==> src/rtl/fetch_controller.sv <==
// Instruction-fetch sequencer: owns the PC, drives a 1-cycle-latency ROM and feeds
// decode through a 2-entry skid buffer with redirect/flush support.

module fetch_controller_checker (
  input logic clk_i,
  input logic rst_i,
  input logic capture_i,
  input logic full_i
);

  a_no_overflow: assert property (@(posedge clk_i) disable iff (rst_i) !(capture_i && full_i));

endmodule

module fetch_controller #(
  parameter int unsigned ADDR_WIDTH = 8,
  parameter int unsigned DATA_WIDTH = 32,
  parameter logic [31:0] RESET_PC   = 32'h0000_0000
) (
  input  logic                  clk_i,
  input  logic                  rst_i,
  input  logic                  fetch_en_i,
  input  logic                  redirect_i,
  input  logic [31:0]           redirect_pc_i,
  output logic [ADDR_WIDTH-1:0] imem_addr_o,
  input  logic [DATA_WIDTH-1:0] imem_data_i,
  output logic                  instr_valid_o,
  input  logic                  instr_ready_i,
  output logic [DATA_WIDTH-1:0] instr_o,
  output logic [31:0]           instr_pc_o
);

  logic [31:0]           pc_r;
  logic [31:0]           pend_pc_r;
  logic                  pending_r;
  logic                  head_valid_r;
  logic                  tail_valid_r;
  logic [DATA_WIDTH-1:0] head_data_r;
  logic [DATA_WIDTH-1:0] tail_data_r;
  logic [31:0]           head_pc_r;
  logic [31:0]           tail_pc_r;

  logic                  pop_s;
  logic                  issue_s;
  logic                  capture_s;
  logic [1:0]            count_s;
  logic [2:0]            occ_s;
  logic                  unused_s;

  logic                  sh_head_valid_s;
  logic                  sh_tail_valid_s;
  logic [DATA_WIDTH-1:0] sh_head_data_s;
  logic [31:0]           sh_head_pc_s;

  logic                  head_valid_nxt_s;
  logic                  tail_valid_nxt_s;
  logic [DATA_WIDTH-1:0] head_data_nxt_s;
  logic [DATA_WIDTH-1:0] tail_data_nxt_s;
  logic [31:0]           head_pc_nxt_s;
  logic [31:0]           tail_pc_nxt_s;

  assign unused_s  = ^redirect_pc_i[1:0];
  assign count_s   = {1'b0, head_valid_r} + {1'b0, tail_valid_r};
  assign pop_s     = head_valid_r & instr_ready_i;
  // Occupancy one cycle ahead: only issue if the returning word is sure to find a free slot.
  assign occ_s     = {1'b0, count_s} + {2'b00, pending_r} - {2'b00, pop_s};
  assign issue_s   = fetch_en_i & ~redirect_i & (occ_s < 3'd2);
  assign capture_s = pending_r & ~redirect_i;

  assign imem_addr_o   = pc_r[ADDR_WIDTH+1:2];
  assign instr_valid_o = head_valid_r;
  assign instr_o       = head_data_r;
  assign instr_pc_o    = head_pc_r;

  // Buffer contents after this cycle's pop (tail advances into head).
  always_comb begin
    sh_head_valid_s = head_valid_r;
    sh_tail_valid_s = tail_valid_r;
    sh_head_data_s  = head_data_r;
    sh_head_pc_s    = head_pc_r;
    if (pop_s) begin
      sh_head_valid_s = tail_valid_r;
      sh_tail_valid_s = 1'b0;
      sh_head_data_s  = tail_data_r;
      sh_head_pc_s    = tail_pc_r;
    end else begin
      sh_head_valid_s = head_valid_r;
      sh_tail_valid_s = tail_valid_r;
    end
  end

  // Buffer next state: redirect flush, else capture into the first free slot.
  always_comb begin
    head_valid_nxt_s = sh_head_valid_s;
    tail_valid_nxt_s = sh_tail_valid_s;
    head_data_nxt_s  = sh_head_data_s;
    head_pc_nxt_s    = sh_head_pc_s;
    tail_data_nxt_s  = tail_data_r;
    tail_pc_nxt_s    = tail_pc_r;
    if (redirect_i) begin
      head_valid_nxt_s = 1'b0;
      tail_valid_nxt_s = 1'b0;
    end else if (capture_s && !sh_head_valid_s) begin
      head_valid_nxt_s = 1'b1;
      head_data_nxt_s  = imem_data_i;
      head_pc_nxt_s    = pend_pc_r;
    end else if (capture_s) begin
      tail_valid_nxt_s = 1'b1;
      tail_data_nxt_s  = imem_data_i;
      tail_pc_nxt_s    = pend_pc_r;
    end else begin
      head_valid_nxt_s = sh_head_valid_s;
      tail_valid_nxt_s = sh_tail_valid_s;
    end
  end

  // Program counter and in-flight read tracking.
  always_ff @(posedge clk_i or posedge rst_i) begin
    if (rst_i) begin
      pc_r      <= {RESET_PC[31:2], 2'b00};
      pend_pc_r <= 32'd0;
      pending_r <= 1'b0;
    end else if (redirect_i) begin
      pc_r      <= {redirect_pc_i[31:2], 2'b00};
      pending_r <= 1'b0;
    end else if (issue_s) begin
      pc_r      <= pc_r + 32'd4;
      pend_pc_r <= pc_r;
      pending_r <= 1'b1;
    end else begin
      pending_r <= 1'b0;
    end
  end

  // Skid buffer registers; head entry drives the decode outputs directly.
  always_ff @(posedge clk_i or posedge rst_i) begin
    if (rst_i) begin
      head_valid_r <= 1'b0;
      tail_valid_r <= 1'b0;
      head_data_r  <= '0;
      tail_data_r  <= '0;
      head_pc_r    <= 32'd0;
      tail_pc_r    <= 32'd0;
    end else begin
      head_valid_r <= head_valid_nxt_s;
      tail_valid_r <= tail_valid_nxt_s;
      head_data_r  <= head_data_nxt_s;
      tail_data_r  <= tail_data_nxt_s;
      head_pc_r    <= head_pc_nxt_s;
      tail_pc_r    <= tail_pc_nxt_s;
    end
  end

  fetch_controller_checker u_checker (
    .clk_i     (clk_i),
    .rst_i     (rst_i),
    .capture_i (capture_s),
    .full_i    (count_s == 2'd2)
  );

endmodule

==> config.mk <==
export PLATFORM = sky130hd
export DESIGN_NAME = fetch_controller
export DESIGN_NICKNAME = d
export VERILOG_FILES = /design/src/rtl/fetch_controller.sv
export SDC_FILE = /design/constraint.sdc
export NUM_CORES = 1
export LEC_CHECK = 0
export BUFFER_PORTS_ARGS = -buffer_cell sky130_fd_sc_hd__buf_2
export CAP_MARGIN = 20
export CELL_PAD_IN_SITES_DETAIL_PLACEMENT = 1
export CELL_PAD_IN_SITES_GLOBAL_PLACEMENT = 2
export CORE_MARGIN = 3
export CORE_UTILIZATION = 35
export DETAILED_ROUTE_END_ITERATION = 8
export HOLD_SLACK_MARGIN = 0.06
export PLACE_DENSITY_LB_ADDON = 0.1
export SLEW_MARGIN = 25
export SYNTH_ARGS = -nofsm -noshare
export SYNTH_HDL_FRONTEND = slang
export SYNTH_SLANG_ARGS = --single-unit
export TNS_END_PERCENT = 20
==> constraint.sdc <==
create_clock -name clk_i -period 10.34 [get_ports clk_i]
set_input_delay 1.034 -clock clk_i [delete_from_list [all_inputs] [get_ports clk_i]]
set_output_delay 1.034 -clock clk_i [all_outputs]
set_load 0.02 [all_outputs]
==> results of run 1 <==
[critical path, delay by kind of cell]
kind | cells | cell delay [ns]
AOI/OAI and AO/OA | 1 | 0.23
adders and majority gates | 2 | 0.61
buffers and inverters | 5 | 1.04
muxes | 2 | 0.58
and+or+nand+nor | 2 | 0.76
[per-layer routing]
metal	vias up	GRT usage, %	part of all wire (%)
li1	2688	-	-
met1	2840	22.66	48
met2	118	24.74	47
met3	14	2.931	3.7
met4	0	5.089	1.0
met5	-	0	0
[final timing paths]
path,startpoint,end,cells after the start
max,instr_ready_i,pend_pc_r[12],12
min,pend_pc_r[8],instr_pc_o[8],2
max reg2reg,instr_valid_o,pend_pc_r[12],11
min reg2reg,pend_pc_r[8],instr_pc_o[8],2
max in group asynchronous,rst_i,tail_data_r[19],3
min in group asynchronous,rst_i,instr_o[13],2
[sequential cells by signal, indices dropped and copies added, names as in the netlist]
signal,cells
tail_valid_r,1
pc_r,30
pend_pc_r,30
tail_pc_r,30
instr_o,32
tail_data_r,32
pending_r,1
instr_valid_o,1
instr_pc_o,32
[power groups by stage]
stage | sequential (uW) | clock [uW] | combinational, uW
3_5_place_dp | 991 | 0 | 369
4_1_cts | 977 | 712 | 370
3_3_place_gp | 980 | 0 | 356
6_report | 974 | 688 | 362
2_1_floorplan | 1030 | 0 | 177
5_1_grt | 997 | 741 | 401
[stage by stage]
step,hold slack [ns],power [uW],std cells,util (%),instance area (um2)
final,0.5027,2024,1143,42.97,9877
after global routing,0.5161,2139,1143,42.97,9877
after CTS,0.5106,2059,1141,42.77,9829
after detailed placement,0.4911,1360,1109,40.09,9214
after global placement,0.4786,1337,1109,40.09,9214
after floorplan,0.4605,1209,698,-,8287
[area by class of cell]
class | instances | area, um2 | area share (%)
inverter | 7 | 33.78 | 0.3420
timing repair buffer | 147 | 788.3 | 7.981
tap | 313 | 391.6 | 3.965
sequential | 189 | 4730 | 47.88
multi-input combinational | 455 | 3318 | 33.60
clock buffer | 17 | 425.4 | 4.307
clock inverter | 15 | 190.2 | 1.926
[Yosys cell counts, types with 6 or more instances]
| cell type | n |
|---|---|
| xnor2_1 | 16 |
| xor2_1 | 11 |
| inv_1 | 6 |
| mux2_1 | 29 |
| nand4_1 | 16 |
| clkbuf_1 | 22 |
| mux2i_1 | 64 |
| o21ai_0 | 87 |
| dfrtp_1 | 189 |
| nand2_1 | 100 |
| buf_2 | 11 |
| mux2_2 | 64 |
| nand3_1 | 12 |
| buf_4 | 13 |
| and3_1 | 6 |
| nor2_1 | 8 |
[cells by family (layout without fill, tap and decap cells)]
kind of cell	after synthesis	in the layout	synth area share (%)
compound gates	97	97	6.024
xor+xnor	27	27	2.854
fa+ha+maj	3	3	0.4530
buf+inv	54	186	3.201
flops	189	189	57.07
mux	157	157	20.37
simple gates	171	171	10.03
==> summary.txt, run 1 <==
Worst Hold Class -> flop to flop
Clk Latency, worst-skew pair -> 0.44 ns
Status -> completed
GRT Util Overall -> 15.91%
Mapped Area -> 8287 um2
Vias in the first global route -> 6020
First-pass GRT wire length -> 32640 um
Ys async rst share -> 100.0%
Ys flop type -> dfrtp_1
Antenna Cells -> 0
Final Critical Period -> 4.015 ns
Synth top area cells -> dfrtp_1, mux2_2, mux2i_1
Req. time, crit path -> 10.64 ns
Post_cts resized -> 0
Core area -> 22980 um2
H-Tree Depth -> 4
Power share of the clock group -> 34.0%
Clock Tree Buf Depth -> 2
Setup bufs post-CTS -> 0
Share of the synthesized area in the top cell type -> 57.07%
Vias -> 5660
Largest stage delay, worst path -> 0.42 ns
Post-synth net total -> 770
Initial Util -> 36.05%
EDFF count, synth -> 0
Syn Inst Count -> 698
Routed WL per cell -> 17.39 um
Register share of total power -> 48.1%
Routed WL -> 19880 um
YS warnings -> 0
TritonCTS clock tree -> built
Synthesis-to-finish area growth -> 19.19%
Crit Path Max Fanout -> 23
Post-synthesis register bit count -> 189
Synth area leader -> dfrtp_1
Slew headroom -> 36.36%
GR Overflow Total -> 0
Peak Freq -> 249.1 MHz
Leak pwr -> 0.004942 uW
Detail Placement HPWL -> 13310 um
CTS Sinks -> 189
Initial antenna violation count -> 0
Most frequent cells in the layout -> dfrtp_1, buf_2, nand2_1
Fin nets -> 889
Sw frac -> 30.76%
Max-cap violation count -> 0
Clk root buf -> clkbuf_16
Avg Inst Size Synth -> 11.87 um2
Worst path cell trace -> buf_2 -> nand2_4 -> inv_1 -> ha_1 -> inv_1 -> ha_1 -> a21oi_2 -> mux2i_1 -> buf_4 -> and2_1 -> buf_4 -> mux2_1
Die X -> 159.9 um
Die ar. -> 25560 um2
Total negative slack -> 0 ns
Commonest non-fill, non-tap cell in the layout -> dfrtp_1
Worst Max-Slew Pin Slew -> 0.9546 ns
Final WS setup -> 6.325 ns
Fill cells -> 2524
Post-synth cell types -> 39
Total CTS buffers -> 17
VDD IR max -> 106.0 uV
Share of cells above drive strength 1 -> 30.48%
Slowest cell on the critical path -> and2_1
Post-DRT Antenna Nets -> 0
NetSw -> 622.5 uW
DR pass1 iterations -> 4
Slew Viols, Final -> 0
P_int -> 1401 uW
Worst slack at placement -> 5.795 ns
Setup crit end kind -> flop
Cell Pwr Density -> 204.9 nW/um2
Drc violations -> 0
IO Count -> 142
Final Cycle Share -> 38.83%
IO buf count -> 139
Endpoints failing hold -> 0
Post-synthesis sequential area ratio -> 57.07%
RePlAce Congestion -> 0.7599
Row cnt -> 55
CP arrival -> 4.32 ns
CTS Hold Bufs -> 0
Clk_skew -> 0.01680 ns
Critical Path Start Type -> input pin
Final setup viols -> 0
R2R Setup Slk -> 6.57 ns
Part of the power in combinational logic -> 17.9%
Largest net degree at the start of global routing -> 133
Die height -> 159.9 um
RSZ-0062 raised after global routing -> false
WS Path Type -> input pin to flop
Starting DRT DRC Count -> 236
Worst-path clk slew -> 0.07 ns
Via density -> 4.952
(Power assumes the default switching activity.)
==> inputs of run 2 (changes only) <==
- CORE_UTILIZATION: 35 -> 33
- clock period: 10.34 -> 3.55 ns (I/O delays scaled with it)
==> summary.txt, run 2 (synthesis gave the netlist of run 1 again) <==
Status -> completed (unchanged)
Slew headroom -> 45.69% (was 36.36%)
Hold Path End -> pc_r[5] (was instr_pc_o[8])
First-pass GRT wire length -> 32390 um (was 32640 um)
Total negative slack -> 0 ns (unchanged)
Critical Path Start Type -> flop (was input pin)
Area of the multi-input gates -> 3318 um2 (unchanged)
Starting DRT DRC Count -> 241 (was 236)
Reg-to-Reg End -> pc_r[30] (was pend_pc_r[12])
Die height -> 164.5 um (was 159.9 um)
Slew Viols, Final -> 0 (unchanged)
GR Overflow Total -> 0 (unchanged)
Clk root buf -> clkbuf_16 (unchanged)
Crit Path Max Fanout -> 14 (was 23)
Worst-path clk slew -> 0.08 ns (was 0.07 ns)
Leak pwr -> 0.004947 uW (was 0.004942 uW)
Critical path buffer and inverter count -> 3 (was 5)
DR pass1 iterations -> 4 (unchanged)
Slowest cell on the critical path -> dfrtp_1 (was and2_1)
Total CTS buffers -> 17 (unchanged)
Fin nets -> 893 (was 889)
Peak Freq -> 345.0 MHz
Hold Path Stages -> 3 (was 2)
Final Cycle Share -> 81.66%
Critical path depth -> 11 (was 12)
Worst R2R Path Depth -> 11 (unchanged)
Req. time, crit path -> 3.90 ns (was 10.64 ns)
Largest stage delay, worst path -> 0.45 ns (was 0.42 ns)
VDD IR max -> 193.7 uV (was 106.0 uV)
Clock Tree Buf Depth -> 2 (unchanged)
Via density -> 4.853 (was 4.952)
Part of the power in combinational logic -> 18.0% (was 17.9%)
Largest net degree at the start of global routing -> 126 (was 133)
Post_cts resized -> 0 (unchanged)
Row cnt -> 57 (was 55)
Detail Placement HPWL -> 13640 um (was 13310 um)
Most frequent cells in the layout -> dfrtp_1, buf_2, nand2_1 (unchanged)
Post-DRT Antenna Nets -> 0 (unchanged)
NetSw -> 1757 uW (was 622.5 uW)
Cell Pwr Density -> 593.8 nW/um2 (was 204.9 nW/um2)
IO buf count -> 139 (unchanged)
Reg-to-reg critical path startpoint -> instr_valid_o (unchanged)
CP top delay family -> simple AND/OR/NAND/NOR gates (was buffers and inverters)
Vias in the first global route -> 6075 (was 6020)
Drc violations -> 0 (unchanged)
Clk_skew -> 0.01164 ns (was 0.01680 ns)
RePlAce Congestion -> 0.7543 (was 0.7599)
Max-cap violation count -> 0 (unchanged)
Routed WL -> 19860 um (was 19880 um)
Final setup viols -> 0 (unchanged)
CTS Sinks -> 189 (unchanged)
Initial Util -> 33.78% (was 36.05%)
Setup crit end kind -> flop (unchanged)
RSZ-0062 raised after global routing -> false (unchanged)
CP arrival -> 3.25 ns (was 4.32 ns)
Endpoints failing hold -> 0 (unchanged)
Sw frac -> 29.82% (was 30.76%)
IO Count -> 142 (unchanged)
Worst Hold Class -> input pin to flop (was flop to flop)
Initial antenna violation count -> 0 (unchanged)
Register share of total power -> 48.3% (was 48.1%)
Vias -> 5620 (was 5660)
Worst Max-Slew Pin Slew -> 0.8088 ns (was 0.9546 ns)
Final Critical Period -> 2.899 ns
WS Path Type -> flop to flop (was input pin to flop)
P_int -> 4134 uW (was 1401 uW)
R2R Setup Slk -> 0.65 ns (was 6.57 ns)
Core area -> 24530 um2 (was 22980 um2)
Worst path cell trace -> nand2_4 -> inv_1 -> ha_1 -> inv_1 -> ha_1 -> a21oi_2 -> mux2i_1 -> buf_4 -> nand4_1 -> or3_1 -> a31oi_1 (was buf_2 -> nand2_4 -> inv_1 -> ha_1 -> inv_1 -> ha_1 -> a21oi_2 -> mux2i_1 -> buf_4 -> and2_1 -> buf_4 -> mux2_1)
Routed WL per cell -> 17.15 um (was 17.39 um)
TritonCTS clock tree -> built (unchanged)
H-Tree Depth -> 4 (unchanged)
Commonest non-fill, non-tap cell in the layout -> dfrtp_1 (unchanged)
Power share of the clock group -> 33.8% (was 34.0%)
Core Util, Final -> 40.44% (was 42.97%)
Synthesis-to-finish area growth -> 19.72% (was 19.19%)
Fill cells -> 2704 (was 2524)
Register area -> 4730 um2 (unchanged)
Hold path start -> redirect_pc_i[5] (was pend_pc_r[8])
Die ar. -> 27050 um2 (was 25560 um2)
Clk Latency, worst-skew pair -> 0.42 ns (was 0.44 ns)
Antenna Cells -> 0 (unchanged)
GRT Util Overall -> 15.16% (was 15.91%)
Die X -> 164.5 um (was 159.9 um)
Share of cells above drive strength 1 -> 30.46% (was 30.48%)
## run 2: worst min-delay path: cells and delay by family
family / cells / cell delay [ns]
buf+inv: 1 / 0.08
simple gates: 1 / 0.04
compound gates: 1 / 0.06
## run 2: area by class of cell
type | count | share of cell area (%)
Timing Repair Buffer | 151 | 8.362
Multi-Input combinational cell | 455 | 33.45
Tap cell | 324 | 4.086
Inverter | 7 | 0.3027
Sequential cell | 189 | 47.67
Clock buffer | 19 | 4.364
Clock inverter | 13 | 1.766
## run 2: per-stage QoR
stage / std cells / setup WS (ns) / cell area (um2) / power (uW) / hold WS, ns
after floorplan: 698 / 0.3561 / 8290 / 3523 / 0.4605
after global placement: 1125 / 0.6598 / 9299 / 3910 / 0.4273
after detailed placement: 1125 / 0.5836 / 9299 / 3977 / 0.4464
after CTS: 1158 / 0.5936 / 9917 / 5998 / 0.1118
after global routing: 1158 / 0.3786 / 9921 / 6233 / 0.1241
final: 1158 / 0.6511 / 9921 / 5891 / 0.1337
## run 2: power by group through the flow
stage          combinational [uW]  clock [uW]  sequential, uW
3_3_place_gp                 1050           0            2860
5_1_grt                      1170        2150            2910
4_1_cts                      1090        2060            2850
3_5_place_dp                 1080           0            2890
6_report                     1060        1990            2840
2_1_floorplan                 516           0            3010
## run 2: worst max-delay path by stage
stage	startpoint	end	slack (ns)
floorplan	instr_valid_o	pend_pc_r[11]	0.36
global placement	instr_ready_i	pc_r[26]	0.66
detailed placement	instr_ready_i	pc_r[30]	0.58
CTS	instr_valid_o	pc_r[30]	0.59
global route	instr_valid_o	pc_r[30]	0.38
finish	instr_valid_o	pc_r[30]	0.65
## run 2: per-layer routing
metal  share of wire [%]  track usage (%)
met1                  47            20.75
met2                  47            24.52
met3                 4.5            3.035
met4                 1.1            4.384
met5                   0                0
## run 2: what timing repair did
item / in CTS / in global routing
hold buffers: 1 / 0
setup buffers: 0 / 0
hold endpoints to repair: 21 / 0
